<file path="src/rtl/mole_if.sv">
`default_nettype none
// ============================================================================
//  Module   : mole_if
//  Purpose  : Signal bundle between the mole-game controller and its
//             surroundings (player input, LFSR source, display/score sinks).
//  Ports    :
//    start        begin/restart a game
//    lfsr_in[2:0] free-running mole-position LFSR state
//    hit_in[3:0]  per-box single-cycle hit strobes
//    mole_valid   a mole is currently shown
//    mole_onehot  one-hot box of the shown mole (0 when none)
//    box_idx      index of the current or last mole
//    score        saturating hit count (SCORE_W bits)
//    misses       timed-out mole count
//    hit_pulse    one-cycle strobe on a scored hit
//    miss_pulse   one-cycle strobe on a timeout
//    game_over    high while the game is over
//  Modports : master drives the inputs of the controller, slave is the
//             controller itself.
//  Revision : 1.0  initial release
// ============================================================================
interface mole_if #(
  parameter int SCORE_W = 8
);
  logic               start;
  logic [2:0]         lfsr_in;
  logic [3:0]         hit_in;
  logic               mole_valid;
  logic [3:0]         mole_onehot;
  logic [1:0]         box_idx;
  logic [SCORE_W-1:0] score;
  logic [3:0]         misses;
  logic               hit_pulse;
  logic               miss_pulse;
  logic               game_over;

  modport master (
    output start, lfsr_in, hit_in,
    input  mole_valid, mole_onehot, box_idx, score, misses,
           hit_pulse, miss_pulse, game_over
  );

  modport slave (
    input  start, lfsr_in, hit_in,
    output mole_valid, mole_onehot, box_idx, score, misses,
           hit_pulse, miss_pulse, game_over
  );
endinterface
`default_nettype wire

</file>
<file path="src/rtl/mole_scheduler.sv">
`default_nettype none
// ============================================================================
//  Module   : mole_scheduler
//  Purpose  : Whack-a-mole round controller. Waits GAP_CYCLES, samples the
//             upstream LFSR to pick one of four boxes (non-uniform map),
//             shows the mole for up to VISIBLE_CYCLES, judges hits, keeps a
//             saturating score and a miss count, and ends the game after
//             MAX_MISSES timeouts.
//  Ports    :
//    clk    system clock
//    reset  synchronous, active-high reset
//    bus    mole_if.slave: start, lfsr_in, hit_in in; mole_valid,
//           mole_onehot, box_idx, score, misses, hit_pulse, miss_pulse,
//           game_over out (all registered)
//  Revision : 1.0  initial release
// ============================================================================
module mole_scheduler #(
  parameter int VISIBLE_CYCLES = 25_000_000,
  parameter int GAP_CYCLES     = 12_500_000,
  parameter int MAX_MISSES     = 3,
  parameter int SCORE_W        = 8
) (
  input  logic   clk,
  input  logic   reset,
  mole_if.slave  bus
);

  localparam int c_max_cycles = (VISIBLE_CYCLES > GAP_CYCLES) ? VISIBLE_CYCLES : GAP_CYCLES;
  localparam int c_timer_w    = $clog2(c_max_cycles);

  localparam logic [c_timer_w-1:0] c_vis_load = c_timer_w'(VISIBLE_CYCLES - 1);
  localparam logic [c_timer_w-1:0] c_gap_load = c_timer_w'(GAP_CYCLES - 1);
  localparam logic [c_timer_w-1:0] c_timer_one = c_timer_w'(1);
  localparam logic [SCORE_W-1:0]   c_score_max = '1;
  localparam logic [SCORE_W-1:0]   c_score_one = SCORE_W'(1);
  localparam logic [3:0]           c_max_misses = 4'(MAX_MISSES);

  typedef enum logic [1:0] {
    ST_IDLE = 2'd0,
    ST_GAP  = 2'd1,
    ST_SHOW = 2'd2,
    ST_OVER = 2'd3
  } state_t;

  state_t               r_state,  w_state_nxt;
  logic [c_timer_w-1:0] r_timer,  w_timer_nxt;
  logic [1:0]           r_box,    w_box_nxt;
  logic [SCORE_W-1:0]   r_score,  w_score_nxt;
  logic [3:0]           r_misses, w_misses_nxt;
  logic                 r_valid,  w_valid_nxt;
  logic [3:0]           r_onehot, w_onehot_nxt;
  logic                 r_hit,    w_hit_nxt;
  logic                 r_miss,   w_miss_nxt;
  logic                 r_over,   w_over_nxt;

  logic [1:0]           w_box_map;
  logic [3:0]           w_misses_inc;

  // Non-uniform LFSR-to-box map; the all-zero lock-up state lands on box 0.
  always_comb begin
    w_box_map = 2'd0;
    case (bus.lfsr_in)
      3'b011, 3'b101: w_box_map = 2'd1;
      3'b110:         w_box_map = 2'd2;
      3'b111:         w_box_map = 2'd3;
      default:        w_box_map = 2'd0;
    endcase
  end

  assign w_misses_inc = r_misses + 4'd1;

  always_ff @(posedge clk) begin
    if (reset) begin
      r_state  <= ST_IDLE;
      r_timer  <= '0;
      r_box    <= '0;
      r_score  <= '0;
      r_misses <= '0;
      r_valid  <= 1'b0;
      r_onehot <= '0;
      r_hit    <= 1'b0;
      r_miss   <= 1'b0;
      r_over   <= 1'b0;
    end else begin
      r_state  <= w_state_nxt;
      r_timer  <= w_timer_nxt;
      r_box    <= w_box_nxt;
      r_score  <= w_score_nxt;
      r_misses <= w_misses_nxt;
      r_valid  <= w_valid_nxt;
      r_onehot <= w_onehot_nxt;
      r_hit    <= w_hit_nxt;
      r_miss   <= w_miss_nxt;
      r_over   <= w_over_nxt;
    end
  end

  always_comb begin
    w_state_nxt  = r_state;
    w_timer_nxt  = r_timer;
    w_box_nxt    = r_box;
    w_score_nxt  = r_score;
    w_misses_nxt = r_misses;
    w_valid_nxt  = r_valid;
    w_onehot_nxt = r_onehot;
    w_hit_nxt    = 1'b0;
    w_miss_nxt   = 1'b0;
    w_over_nxt   = r_over;

    case (r_state)
      // IDLE and OVER share the start behaviour; OVER merely holds the
      // counters and game_over until then.
      ST_IDLE, ST_OVER: begin
        if (bus.start) begin
          w_score_nxt  = '0;
          w_misses_nxt = '0;
          w_timer_nxt  = c_gap_load;
          w_over_nxt   = 1'b0;
          w_state_nxt  = ST_GAP;
        end
      end

      ST_GAP: begin
        if (r_timer == '0) begin
          // The only point where lfsr_in is observed for this mole.
          w_box_nxt    = w_box_map;
          w_onehot_nxt = 4'b0001 << w_box_map;
          w_valid_nxt  = 1'b1;
          w_timer_nxt  = c_vis_load;
          w_state_nxt  = ST_SHOW;
        end else begin
          w_timer_nxt = r_timer - c_timer_one;
        end
      end

      ST_SHOW: begin
        // Hit is checked first so a hit on the final visible cycle wins
        // over the timeout.
        if (bus.hit_in[r_box]) begin
          w_score_nxt  = (r_score == c_score_max) ? r_score : r_score + c_score_one;
          w_hit_nxt    = 1'b1;
          w_valid_nxt  = 1'b0;
          w_onehot_nxt = '0;
          w_timer_nxt  = c_gap_load;
          w_state_nxt  = ST_GAP;
        end else if (r_timer == '0) begin
          w_miss_nxt   = 1'b1;
          w_misses_nxt = w_misses_inc;
          w_valid_nxt  = 1'b0;
          w_onehot_nxt = '0;
          if (w_misses_inc == c_max_misses) begin
            w_over_nxt  = 1'b1;
            w_state_nxt = ST_OVER;
          end else begin
            w_timer_nxt = c_gap_load;
            w_state_nxt = ST_GAP;
          end
        end else begin
          w_timer_nxt = r_timer - c_timer_one;
        end
      end

      default: w_state_nxt = ST_IDLE;
    endcase
  end

  assign bus.mole_valid  = r_valid;
  assign bus.mole_onehot = r_onehot;
  assign bus.box_idx     = r_box;
  assign bus.score       = r_score;
  assign bus.misses      = r_misses;
  assign bus.hit_pulse   = r_hit;
  assign bus.miss_pulse  = r_miss;
  assign bus.game_over   = r_over;

endmodule
`default_nettype wire

</file>
<file path="src/flat_wrapper.sv">
// flat-port wrapper written by rule: the top's interface ports become plain ports
module mole_scheduler_flat 
#(
  parameter int VISIBLE_CYCLES = 25_000_000,
  parameter int GAP_CYCLES     = 12_500_000,
  parameter int MAX_MISSES     = 3,
  parameter int SCORE_W        = 8
)
  (clk, reset, bus_start, bus_lfsr_in, bus_hit_in, bus_mole_valid, bus_mole_onehot, bus_box_idx, bus_score, bus_misses, bus_hit_pulse, bus_miss_pulse, bus_game_over);
  mole_if #(.SCORE_W(SCORE_W)) bus_i ();
  input  logic clk;
  input  logic reset;
  input wire logic [$bits(bus_i.start)-1:0] bus_start;
  input wire logic [$bits(bus_i.lfsr_in)-1:0] bus_lfsr_in;
  input wire logic [$bits(bus_i.hit_in)-1:0] bus_hit_in;
  output wire logic [$bits(bus_i.mole_valid)-1:0] bus_mole_valid;
  output wire logic [$bits(bus_i.mole_onehot)-1:0] bus_mole_onehot;
  output wire logic [$bits(bus_i.box_idx)-1:0] bus_box_idx;
  output wire logic [$bits(bus_i.score)-1:0] bus_score;
  output wire logic [$bits(bus_i.misses)-1:0] bus_misses;
  output wire logic [$bits(bus_i.hit_pulse)-1:0] bus_hit_pulse;
  output wire logic [$bits(bus_i.miss_pulse)-1:0] bus_miss_pulse;
  output wire logic [$bits(bus_i.game_over)-1:0] bus_game_over;
  assign bus_i.start = bus_start;
  assign bus_i.lfsr_in = bus_lfsr_in;
  assign bus_i.hit_in = bus_hit_in;
  assign bus_mole_valid = bus_i.mole_valid;
  assign bus_mole_onehot = bus_i.mole_onehot;
  assign bus_box_idx = bus_i.box_idx;
  assign bus_score = bus_i.score;
  assign bus_misses = bus_i.misses;
  assign bus_hit_pulse = bus_i.hit_pulse;
  assign bus_miss_pulse = bus_i.miss_pulse;
  assign bus_game_over = bus_i.game_over;
  mole_scheduler #(.VISIBLE_CYCLES(VISIBLE_CYCLES), .GAP_CYCLES(GAP_CYCLES), .MAX_MISSES(MAX_MISSES), .SCORE_W(SCORE_W)) u_core (.clk(clk), .reset(reset), .bus(bus_i));
endmodule
</file>
<file path="config.mk">
export PLATFORM = sky130hd
export DESIGN_NAME = mole_scheduler_flat
export DESIGN_NICKNAME = d
export VERILOG_FILES = /design/src/rtl/mole_if.sv /design/src/rtl/mole_scheduler.sv /design/src/flat_wrapper.sv
export SDC_FILE = /design/constraint.sdc
export NUM_CORES = 1
export LEC_CHECK = 0
export ABC_AREA = 1
export ABC_CLOCK_PERIOD_IN_PS = 2300
export BUFFER_PORTS_ARGS = -buffer_cell sky130_fd_sc_hd__buf_2
export CAP_MARGIN = 40
export CORE_MARGIN = 8
export CORE_UTILIZATION = 40
export CTS_BUF_LIST = sky130_fd_sc_hd__clkbuf_8
export DETAILED_ROUTE_END_ITERATION = 10
export HOLD_SLACK_MARGIN = 0.12
export PLACE_DENSITY = 0.57
export SYNTH_ARGS = -nofsm -noshare
export SYNTH_HDL_FRONTEND = slang
export SYNTH_SLANG_ARGS = --single-unit
</file>
<file path="constraint.sdc">
create_clock -name clk -period 2.3 [get_ports clk]
set_input_delay 0.23 -clock clk [delete_from_list [all_inputs] [get_ports clk]]
set_output_delay 0.23 -clock clk [all_outputs]
set_load 0.05 [all_outputs]
</file>
Yosys cells after proc, flatten, opt, wreduce, memory -nomap -nowiden
Cells that the tools add are included.

Logic and storage cells: 87. Bits in registers: 49. Input port bits: 10.

$lt $le $gt $ge: 1. Equality and inequality tests: 18. Mux-type cells: 38. Add/sub/neg operators: 3. Reductions and logical operators: 15. Bitwise gates (word level): 1. Shift-type cells: 1.

Operators with widths (number): $mux 25 (5); $pmux 25 s3 (1); $logic_not 25->1 (1); $sub 25x1->25 const B (1); $mux 4 (6); $mux 8 (3); $pmux 4 s2 (2); $pmux 8 s2 (1); $pmux 2 s3 (2); $mux 1 (10); $mux 2 (5); $eq 3x3->1 const B (3); $add 8x1->8 const B (1); $eq 8x8->1 const B (1); $ne 2x1->1 const B (4); $reduce_and 4->1 (2); $ne 2x2->1 const B (3); $reduce_and 3->1 (2); $reduce_or 2->1 (3); $reduce_and 5->1 (1); $add 4x1->4 const B (1); $eq 2x2->1 const B (2); $eq 4x2->1 const B (1); $ne 4x4->1 const B (1); other kinds (12) (15).

Longest topological paths before layout
Gate-level depths: netlist (run 1).

Depth after elaboration: 6. Depth in mapped cells: 13. Gate-level depth less buffers: 13.

Worst setup path after synthesis (run 1)
OpenSTA, ideal clock, no wires.

Path type: reg-to-reg. From: register u_core.r_misses[1], in the netlist u_core.bus.misses[1]. To: register u_core.r_timer[13]. Path buffers: 1. Path slack: 284 ps. Data required time: 2185 ps. Data arrival time: 1901 ps. Cell stages (with the launch flop): 14. Setup time: 115 ps. Cells stage by stage: dfxtp_1 ha_1 inv_1 nand2_1 nand2_1 nor2_1 nand2_1 nor2_2 nand2_4 nand2_4 inv_2 buf_6 o21ai_1 nor2_1.

Word-level cells in the longest chain between the ends: 4.

Ends and longest elaborated chain: start, declared (RTL line mole_scheduler.sv:49) `logic [3:0] r_misses, w_misses_nxt;`; start signal, assigned (RTL line mole_scheduler.sv:89) `r_misses <= w_misses_nxt;`; $add 4x1->4 (RTL line mole_scheduler.sv:70) `assign w_misses_inc = r_misses + 4'd1;`; $eq 4x2->1 (RTL line mole_scheduler.sv:151) `if (w_misses_inc == c_max_misses) begin`; $ne 4x4->1 (no source line); $reduce_and 2->1 (no source line); end signal, assigned (RTL line mole_scheduler.sv:86) `r_timer <= w_timer_nxt;`; end, declared (RTL line mole_scheduler.sv:46) `logic [c_timer_w-1:0] r_timer, w_timer_nxt;`.

Every way passes these cells. A chain may end at the register's enable or synchronous reset.

Worst setup path after layout (run 1)
From: register u_core.r_box[0], in the netlist u_core.bus.box_idx[0]. To: register u_core.r_timer[18].

Word-level cells in the longest chain between the ends: 4.

Ends and longest elaborated chain: start, declared (RTL line mole_scheduler.sv:47) `logic [1:0] r_box, w_box_nxt;`; start signal, assigned (RTL line mole_scheduler.sv:87) `r_box <= w_box_nxt;`; $bmux 1 s2 * (RTL line mole_scheduler.sv:139) `if (bus.hit_in[r_box]) begin`; $mux 1 (not written as such) * (RTL line mole_scheduler.sv:139); $mux 25 / $ne 4x4->1 (equally long branches); $pmux 25 s3 / $reduce_and 2->1 (equally long branches).

Every way passes the cells marked *; elsewhere a longest branch is shown, timed or not. The select of a mux whose other input is x is not followed.

==> summary.md, run 1 <==
| Metric | Value |
|---|---|
| Minimum clock period | `1.98 ns` |
| Final setup fails | `0` |
| Clock Tree Buf Depth | `2` |
| Core area | `7570 sq um` |
| Setup bufs post-CTS | `0` |
| Vias in the first global route | `2952` |
| Main synth FF type | `dfxtp_1` |
| Worst Tran Pin Value | `0.532 ns` |
| Crit path max fanout | `15` |
| F_max | `0.505 GHz` |
| Post-synthesis compound-gate area fraction | `12.6%` |
| Vias per cell | `4.99` |
| Reg clk slew, reported paths | `0.09 ns` |
| Post-synth EDFFs | `0` |
| Max-capacitance violation count | `0` |
| Wirelength, routed | `8080 um` |
| Hold path depth | `3` |
| IO Pins | `32` |
| Fill count | `806` |
| Worst Path Required | `2.51 ns` |
| Initial antenna violation count | `0` |
| Total Negative Setup Slacks | `0 ns` |
| Hold EP | `u_core.bus.box_idx[1]` |
| Yosys top cell by area | `dfxtp_1` |
| Most frequent cell on the critical path | `nand2_1` |
| Synth Instances | `494` |
| Status | `finished, final reports clean` |
| Worst setup EP type | `register` |
| Hold Path Class | `in -> reg` |
| 1st-pass router iterations | `4` |
| Number of buffers created by CTS | `5` |
| Worst setup margin | `0.320 ns` |
| Total GRT Usage | `15.1%` |
| RR Startpoint | `u_core.bus.box_idx[0]` |
| Aggregate global routing overflow | `0` |
| Post-synthesis xor/xnor area fraction | `1.43%` |
| Slowest-stage cell, CP | `dfxtp_1` |
| # resized after CTS | `0` |
| CTS Root Cell | `clkbuf_8` |
| Diode count | `0` |
| Latest clock arrival within the worst-skew pair | `0.31 ns` |
| Area contributors post-synth | `dfxtp_1 (32%), nand2_1 (15%), nor2_1 (10%)` |
| Placement Rows | `32` |
| Synth Register Bits | `49` |
| Detailed Place HPWL | `6040 um` |
| Adder-Cell Fraction of Synth Area | `3.26%` |
| Final period utilization | `86.1%` |
| RSZ-0062 raised after global routing | `false` |
| Remaining DRCs | `0` |
| Critical path, cell by cell | `inv_1 > nand2_1 > nand3_1 > nand2_1 > nand2_1 > nor2_2 > nand2_4 > nand2_4 > inv_2 > o21ai_0 > nor2_1` |
| Full die area | `10700 sq um` |
| Layout cell share with drive strength beyond 1 | `12.2%` |
| # clock sinks | `49` |
| Number of DRC markers in iteration 0 | `191` |
| Most frequent cells in the layout | `nand2_1 (125), nor2_1 (82), inv_1 (50), dfxtp_1 (49), nand3_1 (46)` |
| Initial Util | `40.6%` |
| Synth-to-layout area growth | `13.4%` |
| Hold buffers post-CTS | `0` |
| Mean Syn Cell Area | `6.22 sq um` |
| Max VDD drop | `488 uV` |
| Crit start category | `register` |
| Fin nets | `548` |
| Fin. max-slew vios | `0` |
| Avg WL per Cell | `12.8 um` |
| Largest net degree at the start of global routing | `24` |
| CTS tree | `done` |
| Max incr delay on CP | `0.41 ns` |
| FFs w/ async S/R, synth | `0%` |
| Simple logic cell fraction of the synthesized area | `41.8%` |
| Post-synthesis mux area share | `0%` |
| Share of the synthesized area in the top cell type | `31.9%` |
| Routed via count | `3156` |
| R2R Path End | `u_core.r_timer[18]` |
| Hold path start | `bus_lfsr_in[2]` |
| I/O Buffers | `31` |
| PwrDens | `1190 nW/um^2` |
| R2r setup slk | `0.32 ns` |
| Max transition margin | `64.4%` |
| Hold Fails Final Rpt | `0` |
| Gp weighted congestion | `0.796` |
| Kind of critical path | `reg -> reg` |
| P_leak | `1.66 nW` |
| H-tree levels | `2` |
| Ys Warns | `0` |
| First-pass GRT wire length | `13800 um` |
| Setup WS pre-CTS | `0.340 ns` |
| Seq/Total Area, Yosys | `31.9%` |
| Reg2reg path depth | `11` |
| Area of the mapped netlist | `3070 sq um` |
| ANT nets after route | `0` |
| Die Span X | `104 um` |
| Worst clock skew | `0.00497 ns` |
| Arr. time, crit path | `2.19 ns` |
| Commonest non-fill, non-tap cell in the layout | `nand2_1` |
| Largest family of logic cells by synthesized area | `simple AND/OR/NAND/NOR gates` |
| Die Ht | `104 um` |
| Mapped Nets | `512` |
| Count of cell types in the netlist | `33` |
## critical path, delay by kind of cell, from the launching register on
family,cells,cell delay [ns]
compound gates,1,0.18
buf+inv,2,0.24
flops,1,0.41
simple gates,8,1.05
## sequential cells by signal (all words and copies together), names as in the netlist
register / count
u_core.bus.hit_pulse: 1
u_core.bus.box_idx: 2
u_core.r_state: 2
u_core.bus.misses: 4
u_core.bus.game_over: 1
u_core.r_timer: 25
u_core.bus.score: 8
u_core.bus.mole_valid: 1
u_core.bus.mole_onehot: 4
u_core.bus.miss_pulse: 1
## how the worst max path moves through the flow
stage	to	cells after the start	slack (ns)	from
2_1_floorplan	u_core.r_timer[13]	13	0.28	u_core.bus.misses[1]
3_3_place_gp	u_core.r_timer[19]	11	0.38	u_core.bus.box_idx[0]
3_5_place_dp	u_core.r_timer[19]	11	0.34	u_core.bus.box_idx[0]
4_1_cts	u_core.r_timer[18]	12	0.32	u_core.bus.misses[1]
5_1_grt	u_core.r_timer[18]	11	0.03	u_core.bus.box_idx[0]
6_report	u_core.r_timer[18]	11	0.32	u_core.bus.box_idx[0]
## layer usage
metal / vias up / routed length, um / global-route usage, %
li1: 1668 / - / -
met1: 1415 / 3880 / 19.5
met2: 64 / 3700 / 24.7
met3: 9 / 393 / 2.79
met4: 0 / 108 / 4.72
met5: - / 0 / 0
## where the power goes
| part | internal [W] | switching (W) | total, W |
|---|---|---|---|
| clock network | 0.000354 | 0.000307 | 0.000661 |
| logic | 0.000679 | 0.00156 | 0.00223 |
| registers | 0.00104 | 0.000208 | 0.00124 |
## synth_stat cells, types with 2 or more instances
| cell type | count |
|---|---|
| buf_2 | 4 |
| dfxtp_1 | 49 |
| clkinv_1 | 3 |
| nand4_1 | 12 |
| ha_1 | 8 |
| nand3_1 | 46 |
| nor3_1 | 2 |
| buf_6 | 2 |
| buf_1 | 2 |
| nor2_2 | 3 |
| nand2_1 | 125 |
| inv_2 | 3 |
| nand2_4 | 3 |
| nand2_2 | 2 |
| inv_1 | 50 |
| nor2_8 | 2 |
| nor2_1 | 82 |
| clkbuf_1 | 4 |
| o21ai_1 | 16 |
| o21ai_0 | 16 |
| nand3b_1 | 5 |
| a21oi_1 | 41 |
| xor2_1 | 4 |
## per-stage QoR
step	total power [W]	area [sq um]	instances	hold slack, ns	util, %
floorplan	0.00296	3070	494	0.386	-
global placement	0.00348	3360	625	0.450	44.4
detailed placement	0.00349	3360	625	0.454	44.4
CTS	0.00417	3480	633	0.201	46.0
global route	0.00451	3480	633	0.230	46.0
finish	0.00414	3480	633	0.207	46.0
## logic make-up after synthesis
| group | after synthesis |
|---|---|
| AO/OA/AOI/OAI | 76 |
| XOR/XNOR | 5 |
| adder cells (fa/ha/maj) | 8 |
| buffers and inverters | 68 |
| flip-flops | 49 |
| AND/OR/NAND/NOR | 288 |
## area by class of cell
| class | instances | area [sq um] | share of cell area, % |
|---|---|---|---|
| clock inverter | 2 | 37.5 | 1.08 |
| multi-input combinational | 377 | 1810 | 52.1 |
| clock buffer | 6 | 82.6 | 2.37 |
| inverter | 56 | 210 | 6.03 |
| timing repair buffer | 41 | 230 | 6.61 |
| tap | 102 | 128 | 3.66 |
| sequential | 49 | 981 | 28.2 |
Note: power is estimated with default switching activity, not from simulation.
==> inputs of run 2 (changes only) <==
--- a/config.mk
+++ b/config.mk
@@ -12,9 +12,11 @@
 export CORE_MARGIN = 8
 export CORE_UTILIZATION = 40
 export CTS_BUF_LIST = sky130_fd_sc_hd__clkbuf_8
+export CTS_CLUSTER_DIAMETER = 100
 export DETAILED_ROUTE_END_ITERATION = 10
 export HOLD_SLACK_MARGIN = 0.12
 export PLACE_DENSITY = 0.57
+export REMOVE_ABC_BUFFERS = 1
 export SYNTH_ARGS = -nofsm -noshare
 export SYNTH_HDL_FRONTEND = slang
 export SYNTH_SLANG_ARGS = --single-unit
==> summary.md, run 2 (synthesized netlist as in run 1, its figures left out) <==
| Metric | Value |
|---|---|
| Core area | `7570 sq um` |
| Switching power | `0.00210 W` |
| Area post-placement | `3350 sq um` |
| ANT nets after route | `0` |
| Vias per cell | `4.95` |
| Flop pwr share | `30.9%` |
| Gp weighted congestion | `0.826` |
| # resized after CTS | `0` |
| Final Cell Area | `3440 sq um` |
| Number of buffers created by CTS | `5` |
| Arr. time, crit path | `2.23 ns` |
| PwrDens | `1170 nW/um^2` |
| Clk network pwr share | `13.4%` |
| Critical path, cell by cell | `inv_1 > nand2_1 > nand3_1 > nand2_1 > nand2_1 > nor2_2 > nand2_4 > nand2_4 > inv_2 > o21ai_0 > nor2_1` |
| Multi-input gate area | `1810 sq um` |
| Die Span X | `104 um` |
| First-pass GRT wire length | `13900 um` |
| Worst Tran Pin Value | `0.519 ns` |
| Non-Filler Instances | `631` |
| Total GRT Usage | `15.2%` |
| Crit path max fanout | `15` |
| R2r setup slk | `0.28 ns` |
| Initial antenna violation count | `0` |
| Routed via count | `3121` |
| Reg area | `981 sq um` |
| Die Ht | `104 um` |
| CP endpoint | `u_core.r_timer[19]` |
| I/O Buffers | `31` |
| Largest register FFs | `25` |
| 1st-pass router iterations | `7` |
| RR Startpoint | `u_core.bus.box_idx[0]` |
| Status | `finished, final reports clean` |
| Fin. max-slew vios | `0` |
| Pint | `0.00192 W` |
| Final setup fails | `0` |
| H-tree levels | `2` |
| F_max | `0.494 GHz` |
| Hold Fails Final Rpt | `0` |
| Most frequent cells in the layout | `nand2_1 (125), nor2_1 (82), inv_1 (50), dfxtp_1 (49), nand3_1 (46)` |
| Placement Rows | `32` |
| Remaining DRCs | `0` |
| Most frequent cell on the critical path | `nand2_1` |
| Avg WL per Cell | `13.0 um` |
| Clock Tree Buf Depth | `2` |
| Vias in the first global route | `2994` |
| Worst clock skew | `0.00825 ns` |
| Setup bufs post-CTS | `0` |
| IO Pins | `32` |
| Comb pwr share | `55.7%` |
| Commonest non-fill, non-tap cell in the layout | `nand2_1` |
| Crit start category | `register` |
| Largest net degree at the start of global routing | `24` |
| Reg clk slew, reported paths | `0.10 ns` |
| Layout cell share with drive strength beyond 1 | `11.9%` |
| Max incr delay on CP | `0.41 ns` |
| P_leak | `1.64 nW` |
| Diode count | `0` |
| Power Total | `0.00403 W` |
| Full die area | `10700 sq um` |
| Latest clock arrival within the worst-skew pair | `0.31 ns` |
| Max VDD drop | `408 uV` |
| Fill count | `838` |
| Worst setup EP type | `register` |
| CTS tree | `done` |
| Final period utilization | `88.0%` |
| Initial Util | `40.6%` |
| Worst Path Required | `2.51 ns` |
| Worst setup startpoint | `u_core.bus.box_idx[0]` |
| Hold Path Class | `in -> reg` |
| Wirelength, routed | `8230 um` |
| Hold buffers post-CTS | `0` |
| R2R Path End | `u_core.r_timer[19]` |
| Reg2reg path depth | `11` |
| Kind of critical path | `reg -> reg` |
| Final worst hold slack | `0.220 ns` |
| Detailed Place HPWL | `6020 um` |
| RSZ-0062 raised after global routing | `false` |
| Minimum clock period | `2.02 ns` |
| Placed insts | `623` |
| Slowest-stage cell, CP | `dfxtp_1` |
| Switching share of power | `52.2%` |
| Aggregate global routing overflow | `0` |
| CTS Root Cell | `clkbuf_8` |
| Max transition margin | `65.3%` |
| Fin nets | `546` |
| Synth-to-layout area growth | `12.0%` |
| Number of DRC markers in iteration 0 | `161` |
| Top reg by flops | `u_core.r_timer` |
| # clock sinks | `49` |
| Total Negative Setup Slacks | `0 ns` |
| Max-capacitance violation count | `0` |
run 2: power groups by stage:
stage,Clock (W),Sequential [W],Combinational (W)
floorplan,0,0.00138,0.00153
global placement,0,0.00125,0.00222
detailed placement,0,0.00126,0.00223
CTS,0.000561,0.00124,0.00224
global route,0.000593,0.00128,0.00254
finish,0.000542,0.00124,0.00224
run 2: layout make-up:
class / count / area share, %
Clock buffer: 5 / 2.00
Timing Repair Buffer: 39 / 6.26
Multi-Input combinational cell: 377 / 52.8
Sequential cell: 49 / 28.5
Clock inverter: 3 / 0.619
Tap cell: 102 / 3.71
Inverter: 56 / 6.11
run 2: worst min path at each step:
stage                               start                        end  slack (ns)  depth (start not counted)
finish                     bus_lfsr_in[2]      u_core.bus.box_idx[1]        0.22                          3
global route               bus_lfsr_in[2]      u_core.bus.box_idx[1]        0.24                          3
CTS                        bus_lfsr_in[2]      u_core.bus.box_idx[1]        0.21                          3
global placement    u_core.bus.mole_valid      u_core.bus.mole_valid        0.45                          2
floorplan                           reset  u_core.bus.mole_onehot[0]        0.30                          1
detailed placement  u_core.bus.mole_valid      u_core.bus.mole_valid        0.45                          2
run 2: critical path: cells and delay by family (launching register included):
kind,cells,cell delay [ns]
and+or+nand+nor,8,1.06
buffers and inverters,2,0.24
DFF,1,0.41
AOI/OAI and AO/OA,1,0.19
run 2: stage by stage:
stage / setup WS (ns) / utilization (%)
after floorplan: 0.263 / -
after global placement: 0.395 / 44.2
after detailed placement: 0.326 / 44.2
after CTS: 0.294 / 45.4
after global routing: 0.0228 / 45.4
final: 0.276 / 45.4
run 2: layer usage:
metal  GRT usage (%)  routed length (um)
met5               0                   0
met3            2.60                 305
met1            19.2                4080
met2            25.7                3750
met4            4.51                  94
==> inputs of run 3 (changes only) <==
--- a/config.mk
+++ b/config.mk
@@ -16,6 +16,7 @@
 export DETAILED_ROUTE_END_ITERATION = 10
 export HOLD_SLACK_MARGIN = 0.12
 export PLACE_DENSITY = 0.57
+export RECOVER_POWER = 25
 export REMOVE_ABC_BUFFERS = 1
 export SYNTH_ARGS = -nofsm -noshare
 export SYNTH_HDL_FRONTEND = slang
==> summary.md, run 3 (synthesized netlist as in run 1, its figures left out) <==
| Metric | Value |
|---|---|
| Status | `finished, final reports clean` |
| Die Ht | `104 um` |
| Core area | `7570 sq um` |
| Comb pwr share | `55.5%` |
| Reg2reg path depth | `11` |
| Vias per cell | `4.92` |
| Reg clk slew, reported paths | `0.10 ns` |
| P_leak | `1.57 nW` |
| Worst clock skew | `0.00480 ns` |
| Detailed Place HPWL | `6020 um` |
| Flop pwr share | `30.9%` |
| Largest register FFs | `25` |
| Fin. max-slew vios | `0` |
| Total Negative Setup Slacks | `0 ns` |
| Setup bufs post-CTS | `0` |
| Switching power | `0.00210 W` |
| Synth-to-layout area growth | `11.3%` |
| Layout cell share with drive strength beyond 1 | `8.88%` |
| Number of buffers created by CTS | `5` |
| 1st-pass router iterations | `4` |
| Power Total | `0.00402 W` |
| RSZ-0062 raised after global routing | `false` |
| Avg WL per Cell | `13.0 um` |
| Final setup fails | `0` |
| Slowest-stage cell, CP | `dfxtp_1` |
| Crit start category | `register` |
| Hold Path Class | `in -> reg` |
| Hold buffers post-CTS | `0` |
| Final core occ | `45.2%` |
| Commonest non-fill, non-tap cell in the layout | `nand2_1` |
| Diode count | `0` |
| Worst Tran Pin Value | `0.633 ns` |
| F_max | `0.500 GHz` |
| CTS tree | `done` |
| Largest net degree at the start of global routing | `24` |
| Max incr delay on CP | `0.40 ns` |
| Worst setup EP type | `register` |
| Hold Fails Final Rpt | `0` |
| Critical path, cell by cell | `inv_1 > nand2_1 > nand3_1 > nand2_1 > nand2_1 > nor2_2 > nand2_4 > nand2_4 > inv_2 > o21ai_0 > nor2_1` |
| Clk network pwr share | `13.5%` |
| Switching share of power | `52.3%` |
| Remaining DRCs | `0` |
| IO Pins | `32` |
| Placement Rows | `32` |
| I/O Buffers | `31` |
| Wirelength, routed | `8180 um` |
| Arr. time, crit path | `2.21 ns` |
| Aggregate global routing overflow | `0` |
| Minimum clock period | `2.00 ns` |
| Kind of critical path | `reg -> reg` |
| RR Startpoint | `u_core.bus.box_idx[0]` |
| Final worst hold slack | `0.221 ns` |
| PwrDens | `1170 nW/um^2` |
| Max-capacitance violation count | `0` |
| Routed via count | `3107` |
| Full die area | `10700 sq um` |
| Worst Path Required | `2.51 ns` |
| Vias in the first global route | `2994` |
| Total GRT Usage | `15.2%` |
| ANT nets after route | `0` |
| Crit path max fanout | `15` |
| Max transition margin | `58.0%` |
| Max VDD drop | `412 uV` |
| Most frequent cell on the critical path | `nand2_1` |
| H-tree levels | `2` |
| CTS Root Cell | `clkbuf_8` |
| Pint | `0.00192 W` |
| Worst setup startpoint | `u_core.bus.box_idx[0]` |
| CP endpoint | `u_core.r_timer[19]` |
| Fin nets | `546` |
| Latest clock arrival within the worst-skew pair | `0.31 ns` |
| R2r setup slk | `0.30 ns` |
| Most frequent cells in the layout | `nand2_1 (125), nor2_1 (82), inv_1 (50), dfxtp_1 (49), nand3_1 (46)` |
| Initial antenna violation count | `0` |
| Initial Util | `40.6%` |
| Top reg by flops | `u_core.r_timer` |
| Die Span X | `104 um` |
| Clock Tree Buf Depth | `2` |
| # clock sinks | `49` |
| First-pass GRT wire length | `13900 um` |
| Final period utilization | `86.9%` |
| R2R Path End | `u_core.r_timer[19]` |
| Gp weighted congestion | `0.826` |
| Number of DRC markers in iteration 0 | `151` |
| # resized after CTS | `0` |
run 3: cell count changes in the layout (fill, tap and decap cells not counted):
| cell | delta |
|---|---|
| buf_2 | -16 |
| clkbuf_1 | +16 |
run 3: layout make-up:
type	count	area, sq um
Clock buffer	5	68.8
Clock inverter	3	21.3
Fill cell	843	4150
Inverter	56	210
Multi-Input combinational cell	377	1810
Sequential cell	49	981
Tap cell	102	128
Timing Repair Buffer	39	195
run 3: per-stage QoR:
stage	cell area, sq um	worst slack, ns	instances
finish	3420	0.301	631
global route	3420	0.0212	631
CTS	3440	0.294	631
detailed placement	3350	0.326	623
global placement	3350	0.395	623
floorplan	3010	0.263	482
run 3: worst min-delay path by stage:
stage / start / endpoint / cells past startpoint
2_1_floorplan: reset / u_core.bus.mole_onehot[0] / 1
4_1_cts: bus_lfsr_in[2] / u_core.bus.box_idx[1] / 3
3_3_place_gp: u_core.bus.mole_valid / u_core.bus.mole_valid / 2
3_5_place_dp: u_core.bus.mole_valid / u_core.bus.mole_valid / 2
5_1_grt: bus_lfsr_in[2] / u_core.bus.box_idx[1] / 3
6_report: bus_lfsr_in[2] / u_core.bus.box_idx[1] / 3
run 3: metal layers:
layer / vias to the layer above / track usage [%] / wire, um
met4: 0 / 4.51 / 94
met3: 10 / 2.60 / 254
met1: 1405 / 19.2 / 4100
met2: 41 / 25.7 / 3740
met5: - / 0 / 0
li1: 1651 / - / -
run 3: worst max-delay path: cells and delay by family, from the launching register on:
family          cells  cell delay, ns
compound gates      1            0.19
simple gates        8            1.04
flops               1            0.40
buf+inv             2            0.24
run 3: power groups by stage:
stage               combinational [W]  clock, W  sequential [W]
finish                        0.00223  0.000543         0.00124
global route                  0.00253  0.000593         0.00128
CTS                           0.00224  0.000561         0.00124
detailed placement            0.00223         0         0.00126
global placement              0.00222         0         0.00125
floorplan                     0.00153         0         0.00138
